--- config.mk ---
export PLATFORM = sky130hd
export DESIGN_NAME = rc4_decrypt_core
export DESIGN_NICKNAME = d
export VERILOG_FILES = /design/src/rtl/rc4_decrypt_core.sv
export SDC_FILE = /design/constraint.sdc
export NUM_CORES = 1
export LEC_CHECK = 0
export CORE_ASPECT_RATIO = 0.9
export CORE_MARGIN = 4
export CORE_UTILIZATION = 25
export CTS_CLUSTER_SIZE = 16
export DETAILED_ROUTE_END_ITERATION = 8
export PLACE_DENSITY_LB_ADDON = 0.15
export SYNTH_ARGS = -nofsm -noshare
export SYNTH_HDL_FRONTEND = slang
export SYNTH_SLANG_ARGS = --single-unit
--- constraint.sdc ---
create_clock -name clock -period 3.54 [get_ports clock]
set_clock_uncertainty 0.1 [all_clocks]
set_input_delay 0.708 -clock clock [delete_from_list [all_inputs] [get_ports clock]]
set_output_delay 0.708 -clock clock [all_outputs]
set_load 0.01 [all_outputs]
--- src/rtl/rc4_decrypt_core.sv ---
// rc4_decrypt_core: one-shot RC4 engine (S init, key schedule, keystream XOR)
// driving an external S RAM, cipher ROM and plaintext RAM; optional early abort on bad text.
module rc4_decrypt_core #(
    parameter int KEY_BYTES  = 3,
    parameter int MSG_LEN    = 32,
    parameter int MSG_ADDR_W = 5,
    parameter bit CHECK_EN   = 1
) (
    input  logic                    clock,
    input  logic                    reset_n,
    input  logic                    start,
    input  logic [8*KEY_BYTES-1:0]  secret_key,
    output logic [7:0]              s_address,
    output logic [7:0]              s_data,
    output logic                    s_wren,
    input  logic [7:0]              s_q,
    output logic [MSG_ADDR_W-1:0]   rom_address,
    input  logic [7:0]              rom_q,
    output logic [MSG_ADDR_W-1:0]   dec_address,
    output logic [7:0]              dec_data,
    output logic                    dec_wren,
    output logic                    busy,
    output logic                    done,
    output logic                    key_valid
);
    localparam int KW = 8 * KEY_BYTES;
    localparam logic [MSG_ADDR_W-1:0] K_LAST = MSG_ADDR_W'(MSG_LEN - 1);

    typedef enum logic [4:0] {
        IDLE, INIT,
        K_RD_SI, K_WT_SI, K_RD_SJ, K_WT_SJ, K_WR_SI, K_WR_SJ,
        P_RD_SI, P_WT_SI, P_RD_SJ, P_WT_SJ, P_WR_SI, P_WR_SJ,
        P_RD_F, P_WT_F, P_WR_DEC, DONE
    } state_t;

    state_t state, state_n;
    logic [7:0] i, i_n, j, j_n, si, si_n, sj, sj_n, c, c_n;
    logic [MSG_ADDR_W-1:0] k, k_n;
    logic [KW-1:0] key, key_n;
    logic [7:0] s_address_n, s_data_n, dec_data_n;
    logic [MSG_ADDR_W-1:0] rom_address_n, dec_address_n;
    logic s_wren_n, dec_wren_n, busy_n, done_n, key_valid_n;
    logic [7:0] j_ksa, j_prga;
    logic pt_ok;

    // The key register rotates one byte per KSA step, so its top byte is always key[i mod KEY_BYTES].
    assign j_ksa  = j + s_q + key[KW-1 -: 8];
    assign j_prga = j + s_q;
    assign pt_ok  = !CHECK_EN || dec_data == 8'h20 || (dec_data >= 8'h61 && dec_data <= 8'h7a);

    always_ff @(posedge clock or negedge reset_n) begin
        if (!reset_n) begin
            state       <= IDLE;
            i           <= '0;
            j           <= '0;
            k           <= '0;
            si          <= '0;
            sj          <= '0;
            c           <= '0;
            key         <= '0;
            s_address   <= '0;
            s_data      <= '0;
            s_wren      <= 1'b0;
            rom_address <= '0;
            dec_address <= '0;
            dec_data    <= '0;
            dec_wren    <= 1'b0;
            busy        <= 1'b0;
            done        <= 1'b0;
            key_valid   <= 1'b0;
        end else begin
            state       <= state_n;
            i           <= i_n;
            j           <= j_n;
            k           <= k_n;
            si          <= si_n;
            sj          <= sj_n;
            c           <= c_n;
            key         <= key_n;
            s_address   <= s_address_n;
            s_data      <= s_data_n;
            s_wren      <= s_wren_n;
            rom_address <= rom_address_n;
            dec_address <= dec_address_n;
            dec_data    <= dec_data_n;
            dec_wren    <= dec_wren_n;
            busy        <= busy_n;
            done        <= done_n;
            key_valid   <= key_valid_n;
        end
    end

    // Outputs are registered, so each branch loads the values the *next* state presents.
    always_comb begin
        state_n       = state;
        i_n           = i;
        j_n           = j;
        k_n           = k;
        si_n          = si;
        sj_n          = sj;
        c_n           = c;
        key_n         = key;
        s_address_n   = s_address;
        s_data_n      = s_data;
        s_wren_n      = 1'b0;
        rom_address_n = rom_address;
        dec_address_n = dec_address;
        dec_data_n    = dec_data;
        dec_wren_n    = 1'b0;
        busy_n        = busy;
        done_n        = 1'b0;
        key_valid_n   = key_valid;
        case (state)
            IDLE: if (start) begin
                state_n     = INIT;
                key_n       = secret_key;
                i_n         = '0;
                s_address_n = '0;
                s_data_n    = '0;
                s_wren_n    = 1'b1;
                busy_n      = 1'b1;
                key_valid_n = 1'b0;
            end
            INIT: if (i == 8'hff) begin
                state_n     = K_RD_SI;
                i_n         = '0;
                j_n         = '0;
                s_address_n = '0;
            end else begin
                i_n         = i + 8'd1;
                s_address_n = i + 8'd1;
                s_data_n    = i + 8'd1;
                s_wren_n    = 1'b1;
            end
            K_RD_SI: state_n = K_WT_SI;
            K_WT_SI: begin
                state_n     = K_RD_SJ;
                si_n        = s_q;
                j_n         = j_ksa;
                s_address_n = j_ksa;
            end
            K_RD_SJ: state_n = K_WT_SJ;
            K_WT_SJ: begin
                state_n     = K_WR_SI;
                s_address_n = i;
                s_data_n    = s_q;
                s_wren_n    = 1'b1;
            end
            K_WR_SI: begin
                state_n     = K_WR_SJ;
                s_address_n = j;
                s_data_n    = si;
                s_wren_n    = 1'b1;
            end
            K_WR_SJ: begin
                key_n = (key << 8) | (key >> (KW - 8));
                if (i == 8'hff) begin
                    state_n       = P_RD_SI;
                    i_n           = 8'd1;
                    j_n           = '0;
                    k_n           = '0;
                    s_address_n   = 8'd1;
                    rom_address_n = '0;
                end else begin
                    state_n     = K_RD_SI;
                    i_n         = i + 8'd1;
                    s_address_n = i + 8'd1;
                end
            end
            P_RD_SI: state_n = P_WT_SI;
            P_WT_SI: begin
                state_n     = P_RD_SJ;
                si_n        = s_q;
                c_n         = rom_q;
                j_n         = j_prga;
                s_address_n = j_prga;
            end
            P_RD_SJ: state_n = P_WT_SJ;
            P_WT_SJ: begin
                state_n     = P_WR_SI;
                sj_n        = s_q;
                s_address_n = i;
                s_data_n    = s_q;
                s_wren_n    = 1'b1;
            end
            P_WR_SI: begin
                state_n     = P_WR_SJ;
                s_address_n = j;
                s_data_n    = si;
                s_wren_n    = 1'b1;
            end
            P_WR_SJ: begin
                state_n     = P_RD_F;
                s_address_n = si + sj;
            end
            P_RD_F: state_n = P_WT_F;
            P_WT_F: begin
                state_n       = P_WR_DEC;
                dec_address_n = k;
                dec_data_n    = s_q ^ c;
                dec_wren_n    = 1'b1;
            end
            P_WR_DEC: if (!pt_ok || k == K_LAST) begin
                state_n     = DONE;
                done_n      = 1'b1;
                busy_n      = 1'b0;
                key_valid_n = pt_ok;
                s_address_n = '0;
                s_data_n    = '0;
            end else begin
                state_n       = P_RD_SI;
                k_n           = k + 1'b1;
                i_n           = i + 8'd1;
                s_address_n   = i + 8'd1;
                rom_address_n = k + 1'b1;
            end
            DONE: state_n = IDLE;
            default: state_n = IDLE;
        endcase
    end
endmodule

* Yosys cells after proc, flatten, opt, wreduce, memory -nomap -nowiden
Index checks and enable logic that the tools add are counted.
** Operators by class
- Mux-type cells :: 34
- Equality and inequality tests :: 26
- Reductions and logical operators :: 25
- Add/sub/neg operators :: 5
- Bitwise gates (word level) :: 2
- Order comparisons :: 2
** Operators by type and width (number)
- one-hot mux 5 bit (17 select lines) :: 1
- one-hot mux 8 bit (9 select lines) :: 1
- two-way mux 8 bit :: 8
- one-hot mux 24 bit (2 select lines) :: 1
- equality test 5 x 4 -> 1 bit, second input constant :: 8
- one-hot mux 8 bit (5 select lines) :: 1
- one-hot mux 8 bit (4 select lines) :: 1
- two-way mux 5 bit :: 5
- adder 8 bit :: 3
- two-way mux 24 bit :: 1
- bitwise OR 24 x 8 -> 24 bit :: 1
- one-hot mux 8 bit (3 select lines) :: 1
- equality test 5 x 3 -> 1 bit, second input constant :: 4
- inequality test 2 bit, second input constant :: 6
- equality test 5 x 2 -> 1 bit, second input constant :: 2
- equality test 5 bit, second input constant :: 2
- one-hot mux 5 bit (2 select lines) :: 1
- two-way mux 1 bit :: 9
- AND reduction 3 bit :: 3
- nonzero test 9 bit :: 1
- adder 8 x 1 -> 8 bit, second input constant :: 1
- equality test 8 x 6 -> 1 bit, second input constant :: 1
- equality test 8 bit, second input constant :: 1
- >= comparator 8 x 7 -> 1 bit, second input constant :: 1
- other kinds (20) :: 30
** Storage, ports and cells
- Output and inout bits :: 39
- Register bits :: 108
- Word-level logic and storage cells :: 111
- Bits of input ports :: 43

* Depth between registers and ports, before layout
Gate-level depths: netlist (run 1).
- Depth in word-level cells :: 7
- Depth in mapped cells :: 12

* Worst setup path before layout (run 1)
OpenSTA, ideal clock, no wires.
- Path kind :: input to register
- From :: in s_q[0]
- To :: reg s_address[7]
- Path slack :: 0.494 ns
- Stages :: 10
- Path buffers :: 0
- Data arrival time :: 2.860 ns
- Cells stage by stage :: ha_1 fa_1 xor2_1 ha_1 o21ai_0 o21bai_1 a2111oi_0 nor3_1 xor2_1 o211ai_1
** Between the ends
- Cells in the longest elaborated chain, start to end :: 3
** Ends and longest elaborated chain
- start: declaration :: line 16 : input logic [7:0] s_q,
- adder 8 bit * :: line 47, 48
- adder 8 bit :: line 47 : assign j_ksa = j + s_q + key[KW-1 -: 8];
- one-hot mux 8 bit (9 select lines) * :: line 113 : case (state)
- end signal: assignment :: line 80 : s_address <= s_address_n;
- end: declaration :: line 13 : output logic [7:0] s_address,
Mark *: on every way between the ends. The rest lies on a longest branch, timed or not.
A chain may end at the register's enable or synchronous reset.

* Final worst setup path (run 1)
Ends and elaborated chain as after synthesis.

==> results of run 1 <==
routing by layer:
| layer | track usage | part of all wire | vias to the layer above |
|---|---|---|---|
| li1 | - | - | 2400 |
| met1 | 0.179 | 0.46 | 2435 |
| met2 | 0.222 | 0.48 | 118 |
| met3 | 0.0240 | 0.046 | 16 |
| met4 | 0.0396 | 0.015 | 2 |
| met5 | 0 | 0.00039 | - |
repair_timing:
item,in CTS,in global routing
setup buffers,0,0
resized for setup,0,4
endpoints found under the setup margin,0,2
final timing paths:
check                      slack, ns           end  cells after the start  startpoint
setup / recovery                0.17  s_address[7]                     13      s_q[0]
hold / removal                  0.15      state[3]                      1     reset_n
setup reg to reg                0.59  s_address[7]                     12        j[0]
hold reg to reg                 0.39        key[7]                      2      key[7]
max in group asynchronous       2.43     s_data[0]                      2     reset_n
min in group clock              0.39        key[7]                      2      key[7]
placed cells by master (no fill, tap or decap), types with 7 or more instances in the layout:
| master | netlist | routed |
|---|---|---|
| nand3_1 | 8 | 7 |
| nand2_1 | 68 | 68 |
| a222oi_1 | 10 | 10 |
| a21o_1 | 8 | 8 |
| xnor2_1 | 23 | 23 |
| clkdlybuf4s50_1 | 0 | 80 |
| nand2b_1 | 10 | 10 |
| dfrtp_1 | 108 | 108 |
| a21oi_1 | 36 | 36 |
| ha_1 | 24 | 24 |
| xor2_1 | 12 | 11 |
| buf_4 | 2 | 29 |
| mux2i_1 | 24 | 24 |
| clkbuf_16 | 0 | 9 |
| o21ai_0 | 50 | 50 |
| a22oi_1 | 7 | 7 |
| nor2_1 | 31 | 31 |
| mux2_2 | 30 | 30 |
| inv_1 | 12 | 12 |
| nor3_1 | 8 | 8 |
sequential cells by signal, indices dropped and copies added, names as in the netlist:
name         flops
busy             1
c                8
dec_address      5
dec_data         8
dec_wren         1
done             1
i                8
j                8
k                5
key             24
key_valid        1
s_address        8
s_data           8
s_wren           1
si               8
sj               8
state            5
worst max-delay path: cells and delay by family:
family | cells | cell delay, ns
AO/OA/AOI/OAI | 4 | 0.64
adder cells (fa/ha/maj) | 3 | 0.89
buffers and inverters | 2 | 0.57
XOR/XNOR | 2 | 0.38
AND/OR/NAND/NOR | 2 | 0.28
power by group through the flow:
stage | logic, W | registers, W | clock network [W]
floorplan | 0.0000789 | 0.00127 | 0
global route | 0.000221 | 0.00124 | 0.00112
CTS | 0.000200 | 0.00124 | 0.00107
detailed placement | 0.000200 | 0.00127 | 0
finish | 0.000196 | 0.00124 | 0.00103
global placement | 0.000197 | 0.00127 | 0
layout make-up:
cell class / instances / area, um2
flip-flops and latches: 108 / 2700
repair buffers: 110 / 1040
well taps: 308 / 385
multi-input cells: 455 / 3320
inverters: 12 / 45.0
clock buffers: 9 / 225
clock inverters: 7 / 76.3
fillers: 2474 / 16500
per-stage QoR:
stage                      util  power, W  setup slack [ns]  cells  setup TNS (ns)
after detailed placement  0.307   0.00147            -0.295    993           -1.14
after floorplan               -   0.00135             0.494    607               0
after global routing      0.320   0.00259            0.0187   1009               0
after global placement    0.307   0.00146            -0.182    993          -0.718
final                     0.320   0.00247             0.172   1009               0
after CTS                 0.320   0.00252            0.0842   1009               0
kinds of logic after synthesis:
kind of cell | share of synthesized area
AO/OA/AOI/OAI | 0.195
AND/OR/NAND/NOR | 0.133
flip-flops | 0.437
multiplexers | 0.0934
buffers and inverters | 0.0303
XOR/XNOR | 0.0532
adder cells (fa/ha/maj) | 0.0583
==> impl_results.md, run 1 <==
- Max cap viols: 0
- Final hold vios: 0
- Min Tclk post-route: 3.37 ns
- Net Switching: 0.000630 W
- Die W: 174 um
- Critical path, cell by cell: clkdlybuf4s50_1 -> ha_1 -> fa_2 -> a211oi_1 -> o21bai_1 -> a21oi_1 -> xnor2_1 -> ha_1 -> buf_4 -> nor3_1 -> nor3_1 -> xor2_1 -> o211ai_1
- Die area: between 20,000 and 30,000 um2
- Tcrit/Tclk final: 0.951
- Largest net degree at the start of global routing: 88
- Crit path kind: input port to register
- Num CTS Buffers: 9
- Post-synth net total: 677
- Syn. warnings: 0
- Register area share after synthesis: 0.437
- Hold-fix buffers, CTS: 0
- Share of the synthesized area in the top cell type: 0.437
- Max clock buf depth: 2
- Routed len/inst: approximately 18 um
- H-tree levels: 3
- PwrDens: 318 nW/um2
- Ant diodes: 0
- Peak VDD IR: 0.000217 V
- Initial Util: 0.254
- Worst-Margin Slew: 0.755 ns
- Clk_lat worst skew: 0.36 ns
- Hold/Removal Path Class: input port to asynchronous set/reset pin
- Syn Std Cell Area: 6190 um2
- CP peak stage delay: 0.45 ns
- Count of final max-slew check failures: 0
- Die height: 157 um
- Clk network pwr share: 0.418
- DP HPWL: 13,700 um
- DR DRC count: 0
- Global-route wire length before repair: 29,000 um
- Nets: 766
- Most common cell in the netlist: dfrtp_1
- Cell variety after synth: 75
- Detailed Route Iter0 Violations: 369
- Worst setup SP type: input port
- Ys flop type: dfrtp_1
- Placed Instance Area: 7470 um2
- Commonest cells in the netlist: dfrtp_1, nand2_1, o21ai_0
- Fin Hold WS: between 0.1 and 0.15 ns
- Post-synth EDFFs: 0
- Status: finished clean
- Unrepaired setup endpoints after global routing: no
- Max FO, Critical Path: 3
- Clock root buffer: clkbuf_16
- GRT overflow: 0
- Top cells by area, synth: dfrtp_1, mux2_2, ha_1, nand2_1, o21ai_0
- Leading area contributor after synthesis: dfrtp_1
- Port Buffers: 81
- Avg Cell Area, Syn: a little over 10 um2
- Clock-pin transition on the worst setup and hold timing paths: 0.08 ns
- Vias: 4,971
- Max-slew headroom: 0.495
- Tot GR Track Use: 0.134
- TritonCTS clock tree: built
- Final Wtd Congestion: 0.781
- Final ANT Viol Nets: 0
- Max frequency: about 0.30 GHz
- DR pass1 iterations: 5
- Switching part of the total power: 0.255
- CP arrival: 3.49 ns
- FF+latch count, synth: roughly 110
- Core area: 24,300 um2
- Worst path slowest cell: clkdlybuf4s50_1
- Vias in the first global route: 5,141
- P_leak: 3.43 nW
- Drt total wl: 17,900 um
- Initial antenna violation count: 1
- Worst setup EP type: register
- Final setup viols: 0
- # clock sinks: 108
- Number of cell rows: between 50 and 60
- Logic pwr share: 0.079
- Int Pwr: 0.00184 W
- Routed vias/inst: roughly 5
- Critical Path RT: 3.66 ns
- Area delta synth->final: 25.9%
- Synth async-reset ratio: 1.00
- IO Count: 82
- Synth Instances: 607
- Layout cells sized above 1: 0.141
- Fin area: 7790 um2
- Flop pwr share: 0.502
(Power assumes the default switching activity.)
==> inputs of run 2 (changes only) <==
Settings changed: DONT_BUFFER_PORTS from default to 1, PLACE_DENSITY from default to 0.38, PLACE_DENSITY_LB_ADDON 0.15 to default.
==> impl_results.md, run 2 (synthesis results as in run 1) <==
- Status: finished clean
- Die area: 27,300 um2
- Core Util, Final: 0.282
- Final setup viols: 0
- Max FO, Critical Path: 4
- Die W: about 170 um
- Post-CTS Setup Bufs: 0
- Area of the multi-input gates: 3300 um2
- Unrepaired setup endpoints after global routing: no
- Vias in the first global route: 4,730
- Ant diodes: 0
- Global-route wire length before repair: 28,200 um
- Critical Path RT: between 3 and 4 ns
- Routed len/inst: between 15 and 20 um
- # fillers: between 2,000 and 3,000
- Routed vias/inst: a little over 5
- Peak VDD IR: between 0.0002 and 0.00025 V
- Count of final max-slew check failures: 0
- Register Area: roughly 2700 um2
- IO Count: 82
- FF-to-FF setup slack: 0.55 ns
- DR pass1 iterations: 7
- Min Tclk post-route: 2.99 ns
- Port Buffers: 0
- Biggest register: key
- Clk network pwr share: 0.434
- P_leak: 3.03 nW
- Max-slew headroom: 0.508
- Area delta synth->final: 11.0%
- Most frequent cells in the layout: dfrtp_1, nand2_1, o21ai_0, a21oi_1, nor2_1
- Worst setup SP type: register
- Reg2Reg Depth: 10
- Crit path kind: register to register
- Origin of the worst setup path: j[0]
- Tcrit/Tclk final: 0.844
- Logic pwr share: 0.051
- Initial antenna violation count: 0
- TritonCTS clock tree: built
- H-tree levels: 3
- Most common cell after layout, fill and taps aside: dfrtp_1
- Final ANT Viol Nets: 0
- Worst-Margin Slew: between 0.7 and 0.8 ns
- Max clock buf depth: 2
- Flop pwr share: 0.515
- Die height: between 150 and 200 um
- Max cap viols: 0
- Number of flip-flops in the largest register: 24
- Largest net degree at the start of global routing: 109
- Num CTS Buffers: 9
- RR Endpoint: j[7]
- Worst setup EP type: register
- Tot GR Track Use: 0.133
- Detailed Route Iter0 Violations: 258
- Net Switching: 0.000620 W
- Clock-pin transition on the worst setup and hold timing paths: approximately 0.080 ns
- Final hold vios: 0
- R2R Path Start: j[0]
- Nets: 670
- Fin Setup TNS: 0 ns
- Fin Hold WS: 0.142 ns
- DP HPWL: about 14,000 um
- GRT overflow: 0
- DR DRC count: 0
- Switching part of the total power: 0.257
- Number of cell rows: 54
- Int Pwr: 0.00179 W
- Clock root buffer: clkbuf_16
- Final Wtd Congestion: about 0.80
- Vias: 4,611
- Initial Util: 0.254
- Max frequency: between 0.3 and 0.4 GHz
- Drt total wl: 17,800 um
- # clock sinks: 108
- Hold/Removal Path Class: input port to asynchronous set/reset pin
- CP arrival: approximately 3.2 ns
- Layout cells sized above 1: 0.132
- Clk_lat worst skew: 0.36 ns
- Core area: ~24,000 um2
- PwrDens: 352 nW/um2
-- run 2: metrics by stage --
step | cells | area, um2 | power (W) | setup slack [ns]
after floorplan | 607 | 6190 | 0.00135 | 0.494
after global routing | 913 | 6860 | 0.00252 | 0.208
final | 913 | 6860 | 0.00241 | 0.551
after CTS | 913 | 6860 | 0.00246 | 0.523
after global placement | 896 | 6530 | 0.00136 | 0.303
after detailed placement | 896 | 6530 | 0.00136 | 0.246
-- run 2: how the worst max path moves through the flow --
stage / end / slack [ns] / cells past startpoint
global placement: s_address[7] / 0.30 / 10
finish: j[7] / 0.55 / 10
global route: j[7] / 0.21 / 11
detailed placement: j[7] / 0.25 / 11
floorplan: s_address[7] / 0.49 / 10
CTS: j[7] / 0.52 / 11
-- run 2: power by group through the flow --
stage / logic [W] / clock network, W / registers [W]
after floorplan: 0.0000789 / 0 / 0.00127
after global placement: 0.0000955 / 0 / 0.00127
after detailed placement: 0.0000970 / 0 / 0.00127
after CTS: 0.000128 / 0.00109 / 0.00124
after global routing: 0.000144 / 0.00114 / 0.00124
final: 0.000124 / 0.00105 / 0.00124
-- run 2: per-layer routing --
layer | wire, um | global-route usage
met5 | 0 | 0
met4 | 384 | 0.0460
met3 | 1060 | 0.0408
met2 | 8350 | 0.213
met1 | 8060 | 0.173
-- run 2: what timing repair did --
item,in CTS,in global routing
hold buffers,1,0
endpoints found under the hold margin,108,0
gates resized for setup,0,0
-- run 2: layout make-up --
cell class,instances,share of cell area
Clock buffer,9,0.0328
Clock inverter,7,0.0117
Inverter,12,0.00656
Multi-Input combinational cell,455,0.481
Sequential cell,108,0.394
Tap cell,308,0.0561
Timing Repair Buffer,14,0.0182
-- run 2: critical path, cell delays in order, from the launching register on --
cell and delay (ns):
dfrtp_1 0.41, ha_1 0.25, fa_1 0.44, xor2_1 0.20, ha_1 0.32, o21ai_0 0.18, o21bai_1 0.11, a2111oi_0 0.42
nor3_1 0.13, xor2_1 0.17, o21ai_0 0.19
